$ cat config.mk
export PLATFORM = sky130hd
export DESIGN_NAME = simplez_run_ctrl
export DESIGN_NICKNAME = d
export VERILOG_FILES = /design/src/rtl/simplez_run_ctrl.sv
export SDC_FILE = /design/constraint.sdc
export NUM_CORES = 1
export LEC_CHECK = 0
export BUFFER_PORTS_ARGS = -buffer_cell sky130_fd_sc_hd__buf_4
export CAP_MARGIN = 20
export CORE_MARGIN = 3
export CORE_UTILIZATION = 60
export DETAILED_ROUTE_END_ITERATION = 6
export PLACE_DENSITY = 0.84
export REMOVE_ABC_BUFFERS = 1
export SYNTH_ARGS = -nofsm -noshare
export SYNTH_HDL_FRONTEND = slang
export SYNTH_SLANG_ARGS = --single-unit
$ cat constraint.sdc
create_clock -name clk -period 3.95 [get_ports clk]
set_clock_uncertainty 0.05 [all_clocks]
set_input_delay 0.9875 -clock clk [delete_from_list [all_inputs] [get_ports clk]]
set_output_delay 0.9875 -clock clk [all_outputs]
set_load 0.05 [all_outputs]
$ cat src/rtl/simplez_run_ctrl.sv
`default_nettype none
// ============================================================================
// simplez_run_ctrl : run/step/halt/restart controller for the Simplez core;
// define SIMPLEZ_RUN_CTRL_DEBOUNCE_EN to add per-button debounce. Rev 1.0
// ============================================================================
module simplez_run_ctrl #(
    parameter int RST_CYCLES = 4,
    parameter int DEB_W      = 10
) (
    input  logic        clk,
    input  logic        rst_n,
    input  logic        run_btn,
    input  logic        step_btn,
    input  logic        halt_btn,
    input  logic        restart_btn,
    input  logic [1:0]  div_sel,
    input  logic        cpu_stop,
    output logic        cpu_en,
    output logic        cpu_rst,
    output logic [2:0]  state,
    output logic [15:0] en_cnt
);

    typedef enum logic [2:0] {
        ST_INIT    = 3'd0,
        ST_HALT    = 3'd1,
        ST_RUN     = 3'd2,
        ST_STEP    = 3'd3,
        ST_STOPPED = 3'd4
    } state_t;

    localparam int C_BTN_RUN     = 0;
    localparam int C_BTN_STEP    = 1;
    localparam int C_BTN_HALT    = 2;
    localparam int C_BTN_RESTART = 3;
    localparam int C_RST_CNT_W   = (RST_CYCLES > 1) ? $clog2(RST_CYCLES) : 1;
    localparam logic [C_RST_CNT_W-1:0] C_RST_LAST = C_RST_CNT_W'(RST_CYCLES - 1);

    if (RST_CYCLES < 1 || DEB_W < 1 || DEB_W > 24) begin : g_param_check
        $error("simplez_run_ctrl: RST_CYCLES or DEB_W out of range");
    end

    state_t                 r_state;
    state_t                 w_state_nxt;
    logic [3:0]             w_btn;
    logic [3:0]             r_sync1;
    logic [3:0]             r_sync2;
    logic [3:0]             w_level;
    logic [3:0]             r_prev;
    logic [3:0]             w_req;
    logic [15:0]            r_presc;
    logic [15:0]            w_mask;
    logic                   w_tick;
    logic [C_RST_CNT_W-1:0] r_rst_cnt;

    assign w_btn = {restart_btn, halt_btn, step_btn, run_btn};

    always_ff @(posedge clk) begin
        if (!rst_n) begin
            r_sync1 <= '0;
            r_sync2 <= '0;
            r_prev  <= '0;
        end else begin
            r_sync1 <= w_btn;
            r_sync2 <= r_sync1;
            r_prev  <= w_level;
        end
    end

`ifdef SIMPLEZ_RUN_CTRL_DEBOUNCE_EN
    // A button counts as pressed only after a full counter span of stable-high samples.
    for (genvar gi = 0; gi < 4; gi++) begin : g_debounce
        logic [DEB_W-1:0] r_cnt;
        logic             r_stable;

        always_ff @(posedge clk) begin
            if (!rst_n || !r_sync2[gi]) begin
                r_cnt    <= '0;
                r_stable <= 1'b0;
            end else if (&r_cnt) begin
                r_stable <= 1'b1;
            end else begin
                r_cnt <= r_cnt + 1'b1;
            end
        end

        assign w_level[gi] = r_stable;
    end
`else
    assign w_level = r_sync2;
`endif

    assign w_req = w_level & ~r_prev;

    always_comb begin
        case (div_sel)
            2'b00:   w_mask = 16'h0000;
            2'b01:   w_mask = 16'h000F;
            2'b10:   w_mask = 16'h00FF;
            default: w_mask = 16'hFFFF;
        endcase
    end

    assign w_tick = ((r_presc & w_mask) == w_mask);

    always_comb begin
        w_state_nxt = r_state;
        cpu_en      = 1'b0;
        case (r_state)
            ST_INIT: begin
                if (r_rst_cnt == C_RST_LAST) w_state_nxt = ST_HALT;
            end
            ST_HALT: begin
                if (w_req[C_BTN_RESTART])    w_state_nxt = ST_INIT;
                else if (cpu_stop)           w_state_nxt = ST_STOPPED;
                else if (w_req[C_BTN_HALT])  w_state_nxt = ST_HALT;
                else if (w_req[C_BTN_STEP])  w_state_nxt = ST_STEP;
                else if (w_req[C_BTN_RUN])   w_state_nxt = ST_RUN;
            end
            ST_RUN: begin
                // A pending halt or restart suppresses the tick in the same cycle.
                cpu_en = w_tick & ~w_req[C_BTN_HALT] & ~w_req[C_BTN_RESTART];
                if (w_req[C_BTN_RESTART])    w_state_nxt = ST_INIT;
                else if (cpu_stop)           w_state_nxt = ST_STOPPED;
                else if (w_req[C_BTN_HALT])  w_state_nxt = ST_HALT;
            end
            ST_STEP: begin
                cpu_en = 1'b1;
                if (w_req[C_BTN_RESTART])    w_state_nxt = ST_INIT;
                else if (cpu_stop)           w_state_nxt = ST_STOPPED;
                else                         w_state_nxt = ST_HALT;
            end
            ST_STOPPED: begin
                if (w_req[C_BTN_RESTART])    w_state_nxt = ST_INIT;
            end
            default: begin
                w_state_nxt = ST_INIT;
            end
        endcase
    end

    always_ff @(posedge clk) begin
        if (!rst_n) begin
            r_state   <= ST_INIT;
            r_rst_cnt <= '0;
            r_presc   <= '0;
            en_cnt    <= '0;
        end else begin
            r_state <= w_state_nxt;

            if (r_state == ST_INIT && w_state_nxt == ST_INIT) r_rst_cnt <= r_rst_cnt + 1'b1;
            else                                              r_rst_cnt <= '0;

            // Holding the prescaler at zero outside RUN gives a clean start on entry.
            if (r_state == ST_RUN) r_presc <= r_presc + 16'd1;
            else                   r_presc <= '0;

            if (w_state_nxt == ST_INIT) en_cnt <= '0;
            else if (cpu_en)            en_cnt <= en_cnt + 16'd1;
        end
    end

    assign cpu_rst = (r_state == ST_INIT);
    assign state   = r_state;

endmodule
`default_nettype wire
==> tab_implementation.tex <==
\begin{tabular}{lr}
\hline
Metric & Value \\
\hline
\multicolumn{2}{l}{\textbf{Yosys}} \\
\quad Proportion of netlist area held by the largest area contributor & 45.8\% \\
\quad Netlist cell types & 40 \\
\quad Sequential share of the synthesized area & 45.8\% \\
\quad Cell taking the most area after synthesis & dfxtp\_1 \\
\quad Post-Syn Area per Cell & 9.07 µm² \\
\quad Total number of yosys warnings & 0 \\
\quad Most instantiated cells after synthesis & 49 x dfxtp\_1, 25 x nor2\_1, 19 x a21oi\_1, 15 x and2\_1, 13 x nand2\_1 \\
\quad Most common flop cell mapped by yosys & dfxtp\_1 \\
\quad Count of flip-flops with a built-in enable after synthesis & 0 \\
\quad Number of synthesized register bits & 49 \\
\quad Leading cell type by number of instances after synthesis & dfxtp\_1 \\
\quad Proportion of register bits with asynchronous set or reset after synthesis & 0\% \\
\quad Post-synthesis instance area & 2140 µm² \\
\quad Mapped Cells & 236 \\
\quad Main area contributors after synthesis & dfxtp\_1 46\%, a21oi\_1 4.4\%, and2\_1 4.4\% \\
\multicolumn{2}{l}{\textbf{Layout}} \\
\quad FILL cells & 276 \\
\quad Count of antenna diodes in the layout & 0 \\
\quad Final standard cell utilization of the core & 72.5\% \\
\quad Layout Area Growth over Synthesis & 14.8\% \\
\quad Net count, final & 277 \\
\quad Fraction of final layout cells with drive strength greater than 1 & 18.1\% \\
\multicolumn{2}{l}{\textbf{Worst setup path}} \\
\quad Nature of the critical path endpoint & primary output \\
\quad Type of origin of the critical path & input port \\
\quad Endpoint of the worst setup timing path & cpu\_en \\
\quad Launching instance or port of the critical path & div\_sel[1] \\
\quad Path depth of the worst reg2reg path & 6 \\
\quad Type of the worst setup path & in -> out \\
\quad Startpoint of the most critical register-to-register path & r\_presc[2] \\
\quad Crit-path max FO & 2 \\
\quad CP Data Arrival Time & 2.13 ns \\
\quad CP required & 2.91 ns \\
\quad Critical R2R Capture & en\_cnt[4] \\
\quad Setup slack on the worst flop-to-flop path & 1.75 ns \\
\multicolumn{2}{l}{\textbf{Clock tree}} \\
\quad Largest buffer count on any clock path & 2 \\
\quad Number of gates resized after cts & 0 \\
\quad CTS sink cnt & 49 \\
\quad Number of hold buffers added after CTS & 0 \\
\quad Reg clk slew, reported paths & 0.12 ns \\
\quad Total setup buffers inserted after CTS & 0 \\
\quad CTS H-Tree Depth & 2 \\
\quad Worst-Skew Late Latency & 0.36 ns \\
\quad CTS root buffer & clkbuf\_4 \\
\quad Clock tree from TritonCTS & yes \\
\quad Cts bufs inserted & 5 \\
\multicolumn{2}{l}{\textbf{Global route}} \\
\quad Leftover overflow at the end of global routing & 0 \\
\quad Number of global-route vias before repair & 1543 \\
\quad Global-route wire length before repair & 6.47 mm \\
\quad Antenna violations before repair & 0 \\
\quad Maximum number of pins on one net before global-route repair & 30 \\
\quad Combined global-route utilization of all metal layers & 19.2\% \\
\multicolumn{2}{l}{\textbf{STA}} \\
\quad Min Tclk post-route & 3.17 ns \\
\quad Fmax & 316 MHz \\
\quad Number of max-slew violations in the final report & 0 \\
\quad Final Cycle Share & 80.1\% \\
\quad Slew at the pin with the worst max-slew slack & 0.624 ns \\
\quad Setup\_tns & 0 ns \\
\quad Worst slew margin & 58.3\% \\
\quad Smallest setup slack after layout & 0.784 ns \\
\quad Final setup violation count & 0 \\
\quad Unrepaired setup endpoints after global routing & no \\
\quad Number of hold violations in the final report & 0 \\
\multicolumn{2}{l}{\textbf{Floorplanning}} \\
\quad Height of the die & 65.7 µm \\
\quad Overall die width & 65.7 µm \\
\quad Initial core utilization & 63.2\% \\
\quad Area of the placeable core & 3390 µm² \\
\quad Die Area & 4320 µm² \\
\quad \# IOs & 30 \\
\quad Core Rows & 21 \\
\multicolumn{2}{l}{\textbf{Detailed routing}} \\
\quad Total via count after detailed routing & 1727 \\
\quad Total iterations of the first detailed-routing run & 4 \\
\quad DRC violations left & 0 \\
\quad ANT nets after route & 0 \\
\quad Per-cell via count in the routed design & 5.55 \\
\quad First DRT Iteration DRCs & 135 \\
\quad Routed wirelength normalized by instance count & 12.4 µm \\
\quad Routed Wire Length & 3.85 mm \\
\multicolumn{2}{l}{\textbf{Pwr}} \\
\quad Clock share of power & 32.8\% \\
\quad Cell-internal power & 0.656 mW \\
\quad Cell Pwr Density & 342 nW/µm² \\
\quad Switching fraction of total power & 21.9\% \\
\quad Comb pwr share & 6.6\% \\
\quad Leakage & 0.835 nW \\
\quad P\_sw & 0.184 mW \\
\quad Peak supply drop & 274 µV \\
\quad Share of total power in sequential cells & 60.5\% \\
\multicolumn{2}{l}{\textbf{Worst hold path}} \\
\quad Hold Path Depth & 1 \\
\quad Classification of the worst-slack hold path & reg -> reg \\
\multicolumn{2}{l}{\textbf{Placed design}} \\
\quad HPWL after DPL & 2.70 mm \\
\quad Global placement routability congestion & 0.788 \\
\quad Port Buffers & 29 \\
\quad Pre-CTS setup slack & 0.780 ns \\
\multicolumn{2}{l}{\textbf{Status}} \\
\quad Outcome & completed \\
\multicolumn{2}{l}{\textbf{Job}} \\
\quad Number of maximum-capacitance constraint violations & 0 \\
\hline
\end{tabular}
==> layout make-up <==
cell class              count  area [µm²]  area share (%)
multi-input cells         170        1080            44.1
flip-flops and latches     49         981            39.9
repair buffers             31         233            9.47
well taps                  46        57.6            2.34
clock buffers               5        37.5            1.53
clock inverters             2        35.0            1.43
inverters                   8        30.0            1.22
==> state kept, by name (all words and copies together), names as in the netlist <==
register and count:
r_presc 16, en_cnt 16, r_sync2 4, r_rst_cnt 2
r_prev 4, state 3, r_sync1 4
==> power by group through the flow <==
stage / sequential (mW) / clock, mW / combinational [mW]
floorplan: 0.522 / 0 / 0.0310
global placement: 0.519 / 0 / 0.0528
detailed placement: 0.520 / 0 / 0.0561
CTS: 0.509 / 0.285 / 0.0560
global route: 0.510 / 0.307 / 0.0616
finish: 0.509 / 0.276 / 0.0558
==> cells in the final DEF (no fill, tap or decap), drive strengths merged <==
cell and n:
or4 12, nor2 25, inv 8, a211oi 2
dfxtp 49, nand2 13, o211ai 1, xnor2 7
ha 3, nor2b 3, nand3 10, o41ai 2
nand2b 3, o22ai 1, nor3 3, a21oi 20
or3 10, clkinv 1, nand3b 1, o21ai 7
nor4b 1, nand4 6, xor2 4, nor4bb 1
and4b 1, buf 31, a211o 1, clkbuf 5
or2 2, and4 1, and2 15, o31ai 12
and3 1, bufinv 1, nor4 1, or3b 1
==> worst min path at each step <==
stage          slack (ns)           end         start
6_report             0.39  r_rst_cnt[0]  r_rst_cnt[0]
5_1_grt              0.41    r_sync2[1]    r_sync1[1]
4_1_cts              0.39  r_rst_cnt[0]  r_rst_cnt[0]
3_5_place_dp         0.37    r_sync2[1]    r_sync1[1]
3_3_place_gp         0.36    r_sync2[1]    r_sync1[1]
2_1_floorplan        0.36  r_rst_cnt[0]  r_rst_cnt[0]
==> cell families (layout without fill, tap and decap cells) <==
family | after synthesis | in the layout | synth area share, %
xor+xnor | 11 | 11 | 4.50
flops | 49 | 49 | 45.8
simple gates | 110 | 110 | 30.0
fa+ha+maj | 3 | 3 | 1.75
compound gates | 46 | 46 | 14.4
buf+inv | 17 | 46 | 3.57
==> metal layers <==
layer | track usage (%) | vias to the layer above | wire [µm]
li1 | - | 899 | -
met1 | 23.4 | 797 | 1810
met2 | 32.5 | 27 | 1860
met3 | 5.13 | 4 | 154
met4 | 6.48 | 0 | 30
met5 | 0 | - | 0
==> per-stage QoR <==
stage,cells,instance area (µm²),hold WS [ns],power [mW]
after floorplan,227,2090,0.357,0.553
after global placement,304,2380,0.363,0.572
after detailed placement,304,2380,0.369,0.576
after CTS,311,2460,0.390,0.850
after global routing,311,2460,0.410,0.879
final,311,2460,0.385,0.840
==> worst max-delay path, cell delays in order <==
cell and delay [ns]:
buf_4 0.11, or2_2 0.31, a211oi_4 0.26, o22ai_2 0.13
nor2_1 0.11, buf_4 0.21
Note: power is estimated with default switching activity, not from simulation.
